File: src/rtl/cpu_trace_buffer.sv
// Trace capture stage: samples {alu, instr, pc} into a small FIFO under a
// selectable trigger and drains it one byte per transfer to a debugger.
module cpu_trace_buffer #(
  parameter int DEPTH = 8,
  parameter int LW    = 4
) (
  input  logic          clk,
  input  logic          rst_n,
  input  logic          capture_en,
  input  logic [1:0]    trig_mode,
  input  logic [15:0]   trig_pc,
  input  logic [15:0]   pc_in,
  input  logic [15:0]   instr_in,
  input  logic [7:0]    alu_in,
  input  logic          clear,
  input  logic          rd_ready,
  output logic          rd_valid,
  output logic [7:0]    rd_data,
  output logic          rd_last,
  output logic [LW-1:0] level,
  output logic          overflow,
  output logic          trig_done,
  output logic [2:0]    dbg_state
);
  // Handshake: a byte moves when rd_valid && rd_ready on a rising edge; once
  // raised, rd_valid and rd_data hold until that transfer (or reset/clear).

  localparam int AW = LW - 1;
  localparam logic [LW-1:0] FULL_LVL = LW'(DEPTH);

  typedef enum logic [2:0] {S_IDLE, S_RUN, S_ARMED, S_CAPTURE, S_DONE} state_t;

  state_t        state, state_nxt;
  logic [1:0]    mode_q;
  logic [15:0]   last_pc;
  logic          last_pc_valid;
  logic          push_req, latch_mode, track_pc;

  logic [39:0]   mem [DEPTH];
  logic [39:0]   head;
  logic [AW-1:0] wr_ptr, rd_ptr;
  logic [LW-1:0] count;
  logic [2:0]    byte_idx;
  logic          full, xfer, pop, push, drop;

  assign full  = (count == FULL_LVL);
  assign xfer  = rd_valid && rd_ready;
  assign pop   = xfer && (byte_idx == 3'd4);
  assign push  = push_req && (!full || pop);
  assign drop  = push_req && full && !pop;

  assign rd_valid  = (count != '0);
  assign rd_last   = rd_valid && (byte_idx == 3'd4);
  assign level     = count;
  assign trig_done = (state == S_DONE);
  assign dbg_state = state;

  always_comb begin
    state_nxt  = state;
    push_req   = 1'b0;
    latch_mode = 1'b0;
    track_pc   = 1'b0;
    if (state != S_IDLE && !capture_en) begin
      state_nxt = S_IDLE;
    end else begin
      case (state)
        S_IDLE: begin
          if (capture_en) begin
            latch_mode = 1'b1;
            state_nxt  = (trig_mode == 2'b11) ? S_ARMED : S_RUN;
          end
        end
        S_RUN: begin
          track_pc = 1'b1;
          case (mode_q)
            2'b00:   push_req = 1'b1;
            2'b01:   push_req = !last_pc_valid || (pc_in != last_pc);
            2'b10:   push_req = (pc_in == trig_pc);
            default: push_req = 1'b0;
          endcase
        end
        S_ARMED: begin
          if (pc_in == trig_pc) begin
            push_req  = 1'b1;
            state_nxt = S_CAPTURE;
          end
        end
        // The window closes on the first sample that no longer fits.
        S_CAPTURE: begin
          push_req = 1'b1;
          if (full && !pop) state_nxt = S_DONE;
        end
        S_DONE:  state_nxt = S_DONE;
        default: state_nxt = S_IDLE;
      endcase
    end
  end

  always_ff @(posedge clk or negedge rst_n) begin
    if (!rst_n) begin
      state         <= S_IDLE;
      mode_q        <= 2'b00;
      last_pc       <= 16'h0000;
      last_pc_valid <= 1'b0;
    end else if (clear) begin
      state         <= S_IDLE;
      last_pc_valid <= 1'b0;
    end else begin
      state <= state_nxt;
      if (latch_mode) mode_q <= trig_mode;
      if (track_pc) begin
        last_pc       <= pc_in;
        last_pc_valid <= 1'b1;
      end else if (state_nxt == S_IDLE) begin
        last_pc_valid <= 1'b0;
      end
    end
  end

  always_ff @(posedge clk or negedge rst_n) begin
    if (!rst_n) begin
      wr_ptr   <= '0;
      rd_ptr   <= '0;
      count    <= '0;
      byte_idx <= 3'd0;
      overflow <= 1'b0;
    end else if (clear) begin
      wr_ptr   <= '0;
      rd_ptr   <= '0;
      count    <= '0;
      byte_idx <= 3'd0;
      overflow <= 1'b0;
    end else begin
      if (xfer) byte_idx <= pop ? 3'd0 : byte_idx + 3'd1;
      if (pop) rd_ptr <= rd_ptr + 1'b1;
      if (push) wr_ptr <= wr_ptr + 1'b1;
      count <= count + LW'(push) - LW'(pop);
      if (drop && state != S_CAPTURE) overflow <= 1'b1;
    end
  end

  // Storage needs no reset: it is only observed while count is non-zero.
  always_ff @(posedge clk) begin
    if (push && !clear) mem[wr_ptr] <= {alu_in, instr_in, pc_in};
  end

  always_comb begin
    head    = mem[rd_ptr];
    rd_data = 8'h00;
    if (rd_valid) begin
      case (byte_idx)
        3'd0:    rd_data = head[7:0];
        3'd1:    rd_data = head[15:8];
        3'd2:    rd_data = head[23:16];
        3'd3:    rd_data = head[31:24];
        3'd4:    rd_data = head[39:32];
        default: rd_data = 8'h00;
      endcase
    end
  end

endmodule

File: config.mk
export PLATFORM = sky130hd
export DESIGN_NAME = cpu_trace_buffer
export DESIGN_NICKNAME = d
export VERILOG_FILES = /design/src/rtl/cpu_trace_buffer.sv
export SDC_FILE = /design/constraint.sdc
export NUM_CORES = 1
export LEC_CHECK = 0
export CAP_MARGIN = 20
export CORE_ASPECT_RATIO = 1.5
export CORE_MARGIN = 1.5
export CORE_UTILIZATION = 51
export DETAILED_ROUTE_END_ITERATION = 12
export GPL_TIMING_DRIVEN = 0
export PLACE_DENSITY = 0.82
export RECOVER_POWER = 25
export SYNTH_ARGS = -nofsm -noshare
export SYNTH_HDL_FRONTEND = slang
export SYNTH_SLANG_ARGS = --single-unit
File: constraint.sdc
create_clock -name clk -period 4.8 [get_ports clk]
set_input_delay 1.2 -clock clk [delete_from_list [all_inputs] [get_ports clk]]
set_output_delay 1.2 -clock clk [all_outputs]
set_load 0.02 [all_outputs]
# Yosys cells after proc, flatten, opt, wreduce, memory -nomap -nowiden
# Memories as Yosys holds them, arrays and structs flattened.
# Cells that the tools add are included.
# totals
romBits,0
ramBits,320
n_memories,1
register_bits,36
latch_bits,0
# op_classes
n_addsub,5
muxes,33
n_reduce_logical,30
n_div,0
n_eq_ne,15
n_lt_le_gt_ge,0
mul,0
bitwise_logic,1
shifts,0
# memory_table
name,depth,width,rd,rd_ports_with_merged_regs,write_ports,line_no,source
mem,8,40,1,0,1,39,logic [39:0] mem [DEPTH];
# ops
op,count
case mux 8 bit (5 select lines),1
2-to-1 mux 3 bit,12
equality test 16 bit,1
!= test 16 bit,1
case mux 3 bit (5 select lines),1
2-to-1 mux 1 bit,14
equality test 3 x 2 -> 1 bit (second input constant),4
logical AND 1 bit,10
adder 3 x 1 -> 3 bit (second input constant),3
zero test 3 bit,3
2-to-1 mux 8 bit,1
nonzero test 2 bit,4
equality test 3 x 1 -> 1 bit (second input constant),2
equality test 3 bit (second input constant),2
case mux 1 bit (3 select lines),2
nonzero test 3 bit,2
zero test 1 bit,5
adder 4 x 1 -> 4 bit,1
equality test 2 bit (second input constant),2
equality test 4 bit (second input constant),1
2-to-1 mux 4 bit,1
AND reduction 2 bit,2
nonzero test 4 bit,1
subtractor 4 x 1 -> 4 bit,1
6 further kinds,7

# Logic depth before layout (Yosys ltp)
# Gate-level depths: netlist of run 1.
# depth
word_depth,12
ltp_mapped,17
depth_no_buf,14

# Least setup slack after synthesis of run 1
# OpenSTA, ideal clock, no wires.
# synth_timing
path_kind,input to register
startpoint,in trig_pc[4]
endpoint,mem mem[0][0] (enable)
arrival_ns,4.617
t_required_ns,4.339
setup_time_ns,0.461
setup_slack_ns,-0.277
cell_stages,7
cell_sequence,xor2_1 nor4_1 nand4_1 a211oi_2 a2bb2oi_2 buf_6 nor4b_2
# synth_via
elab_chain_cells,8
# synth_lines
item,line_no,source
"start, declared",11,"input logic [15:0] trig_pc,"
equality test 16 bit *,"78, 83",
case mux 1 bit (3 select lines) or 2-to-1 mux 1 bit (tied branches),"75, 83",
case mux 1 bit (3 select lines) *,66,case (state)
2-to-1 mux 1 bit *,63,if (state != S_IDLE && !capture_en) begin
logical AND 1 bit *,49,assign push = push_req && (!full || pop);
logical AND 1 bit *,144,"if (push && !clear) mem[wr_ptr] <= {alu_in, instr_in, pc_in};"
2-to-1 mux 1 bit *,144,
2-to-1 mux 1 bit (not written as such) *,144,
"end, declared",39,
# Mark *: on every way between the ends. The rest lies on a longest branch, timed or not.

# Final worst setup path of run 1
# layout_timing
startpoint,reg rd_ptr[2]
endpoint,out rd_data[4]
# layout_via
elab_chain_cells,3
# layout_lines
item,line_no,source
"start, declared",41,"logic [AW-1:0] wr_ptr, rd_ptr;"
"start signal, assigned",135,if (pop) rd_ptr <= rd_ptr + 1'b1;
memory (8 x 40 bit),n/a,
case mux 8 bit (5 select lines),151,case (byte_idx)
2-to-1 mux 8 bit,150,if (rd_valid) begin
"end, declared",18,"output logic [7:0] rd_data,"
# Every way passes these cells.

==> results of run 1 <==
-- report_power, final --
group | switching, mW | total [mW] | internal (mW)
clock network | 1.07 | 2.70 | 1.63
registers | 0.0323 | 3.46 | 3.42
logic | 0.153 | 0.288 | 0.135
total | 1.26 | 6.45 | 5.19
-- synthesized netlist by cell type, types with 2 or more instances --
| master | n |
|---|---|
| edfxtp_1 | 320 |
| mux4_2 | 86 |
| dfrtp_1 | 36 |
| xor2_1 | 32 |
| mux2_2 | 28 |
| mux2i_1 | 21 |
| nor2_1 | 21 |
| nand2_1 | 20 |
| a21oi_1 | 19 |
| clkbuf_1 | 14 |
| ha_1 | 13 |
| buf_2 | 10 |
| inv_1 | 10 |
| o22ai_1 | 9 |
| nor4_1 | 7 |
| nand3_1 | 6 |
| nand2b_1 | 5 |
| xnor2_1 | 5 |
| and4bb_2 | 4 |
| buf_1 | 4 |
| nor2b_1 | 4 |
| o21ai_0 | 4 |
| a31oi_1 | 3 |
| and2_1 | 3 |
| buf_4 | 3 |
| nand4_1 | 2 |
| nor3b_1 | 2 |
| nor4b_2 | 2 |
| o211ai_1 | 2 |
| o31ai_1 | 2 |
-- cell families (layout without fill, tap and decap cells) --
family | after synthesis | in the layout | synth area share
buffers and inverters | 43 | 195 | 0.0134
and+or+nand+nor | 85 | 85 | 0.0339
DFF | 356 | 356 | 0.727
adders and majority gates | 14 | 14 | 0.0126
AOI/OAI and AO/OA | 47 | 47 | 0.0205
other | 0 | 1 | 0
xor gates and xnor gates | 37 | 37 | 0.0224
muxes | 135 | 135 | 0.170
-- area by class of cell --
class / count / area share
flip-flops and latches: 356 / 0.614
multi-input cells: 318 / 0.222
repair buffers: 99 / 0.0602
clock buffers: 35 / 0.0472
well taps: 346 / 0.0253
clock inverters: 18 / 0.0178
plain buffers: 33 / 0.0121
inverters: 10 / 0.00219
diodes: 1 / 0.000146
-- final timing paths --
path	startpoint	to	slack [ns]	cells after the start
setup reg to reg	byte_idx[0]$_DFFE_PN0P_	mem[2][25]$_DFFE_PP_	1.28	12
max in group asynchronous	rst_n	byte_idx[2]$_DFFE_PN0P_	2.28	1
hold / removal	overflow$_DFFE_PN0P_	overflow$_DFFE_PN0P_	0.50	2
min in group asynchronous	rst_n	wr_ptr[1]$_DFFE_PN0P_	1.28	1
hold reg to reg	overflow$_DFFE_PN0P_	overflow$_DFFE_PN0P_	0.50	2
setup / recovery	rd_ptr[2]$_DFFE_PN0P_	rd_data[4]	0.09	7
-- critical path, cell delays in order (launching register included) --
cell	delay, ns
dfrtp_1	0.33
clkbuf_1	0.44
clkdlybuf4s15_1	0.82
mux2i_1	0.27
o22ai_1	0.17
nor2_1	0.07
a21oi_1	0.21
clkdlybuf4s50_1	0.65
-- flip-flops by register name (all words and copies together), names as in the netlist --
name	cells
mem	320
last_pc	16
level	4
byte_idx	3
dbg_state	3
rd_ptr	3
wr_ptr	3
mode_q	2
last_pc_valid	1
overflow	1
-- metal layers --
layer,up-vias,routed length (um)
met4,0,1250
li1,3173,-
met3,67,1970
met5,-,0
met1,3887,11500
met2,336,16800
-- repair_timing --
item / in CTS / in global routing
hold endpoints to repair: 0 / 0
pin swaps: 2 / 0
setup buffers: 7 / 0
endpoints found under the setup margin: 29 / 25
gates resized for setup: 17 / 5
==> results.json, run 1 <==
{
  "finClkSkew_ns": 0.00678,
  "start_util": 0.517,
  "use_met2": 0.384,
  "fin_setup_tns_ns": 0,
  "die_h_um": 209,
  "cts_tree": "built",
  "grt_pass1_wl_mm": 47.9,
  "cap_violations": 1,
  "synth_cell_types": 50,
  "final_cell_mix": "edfxtp_1 (320), mux4_2 (86), clkdlybuf4s50_1 (60)",
  "ctsHoldBuffers": 0,
  "syn_inst": 717,
  "endpoint_kind": "primary output",
  "vias_per_cell": 6.14,
  "ys_async_sr_fraction": 0.101,
  "synth_seq_cells": 356,
  "drt_iter0_drc": 692,
  "rows": 75,
  "cp_max_fo": 10,
  "die_w_um": 140,
  "route.detailed.drc": 0,
  "leakage_nw": 5.55,
  "drive_above_1_share": 0.259,
  "syn_area_um2": 14500,
  "synth_ff_type": "edfxtp_1",
  "path_class": "reg -> out",
  "clk_latency_ns": 0.55,
  "layout.nets": 924,
  "cts_buffers": 29,
  "cp-start-kind": "flop",
  "min_path_type": "reg -> reg",
  "yosys_warnings": 0,
  "grt_use_total": 0.221,
  "dieArea_um2": 29400,
  "crit_arrival_ns": 3.51,
  "port_buffers": 80,
  "postLayoutCoreUtil": 0.613,
  "grt_max_degree": 41,
  "multi_input_area_um2": 3800,
  "hpwl_mm": 19.0,
  "worstMarginPinSlew_ns": 2.17,
  "regArea_um2": 10500,
  "clkSinkCount": 356,
  "root_buffer": "clkbuf_16",
  "grt_pass1_vias": 7955,
  "dp_cells": 1154,
  "core_area_um2": 28000,
  "h-tree-depth": 1,
  "total_power_mw": 6.45,
  "final-instance-count-excl-fill": 1216,
  "postSynthAreaPerCell_um2": 20.2,
  "whs_ns": 0.500,
  "synth_edf_count": 320,
  "wl_per_cell_um": 25.9,
  "cts_buffer_depth": 3,
  "final_common_cell": "edfxtp_1",
  "fin_area_um2": 17100,
  "gp_congestion": 0.846,
  "finalMaxSlewViolations": 37,
  "grt_antenna_before_repair": 1,
  "ant_nets": 0,
  "met1_usage": 0.275,
  "grt_busiest_layer": "met2",
  "peakVddDrop_uv": 330,
  "rsz0062_at_grt": "false",
  "fin_ws_ns": 0.0880,
  "max_slew_margin": -0.446,
  "dpl_cell_area_um2": 15900,
  "clkTransAtPathRegs_ns": 0.07,
  "syn_nets": 794,
  "ios": 82,
  "fillers": 1866,
  "grt_overflow": 0,
  "synth.largest_area_cell": "edfxtp_1",
  "grt_util_met3": 0.0264,
  "fmax_ghz": 0.212,
  "routed_wl_mm": 31.5,
  "required_ns": 3.60,
  "violations": "capacitance limit, slew limit",
  "num_vias": 7463,
  "final_hold_viol_count": 0,
  "synth_top_area_share": 0.665,
  "synth_area_leaders": "edfxtp_1 (66%), mux4_2 (13%), dfrtp_1 (6.2%)",
  "fin_crit_ns": 4.71,
  "first_pass_iters": 5,
  "area_growth_pct": 18.5,
  "run_status": "complete, but fails checks",
  "p_per_area_nw_per_um2": 376,
  "finalCritPeriodShare": 0.982,
  "pre_cts_ws_ns": -0.663,
  "ys_seq_area_frac": 0.727,
  "setup_viol": 0
}
Power figures use the tool's default switching activity.
==> inputs of run 2 (changes only) <==
TNS_END_PERCENT = 100   (was not set)
==> results of run 2 <==
The final DEF is identical to that of run 1; final timing and power are the same.
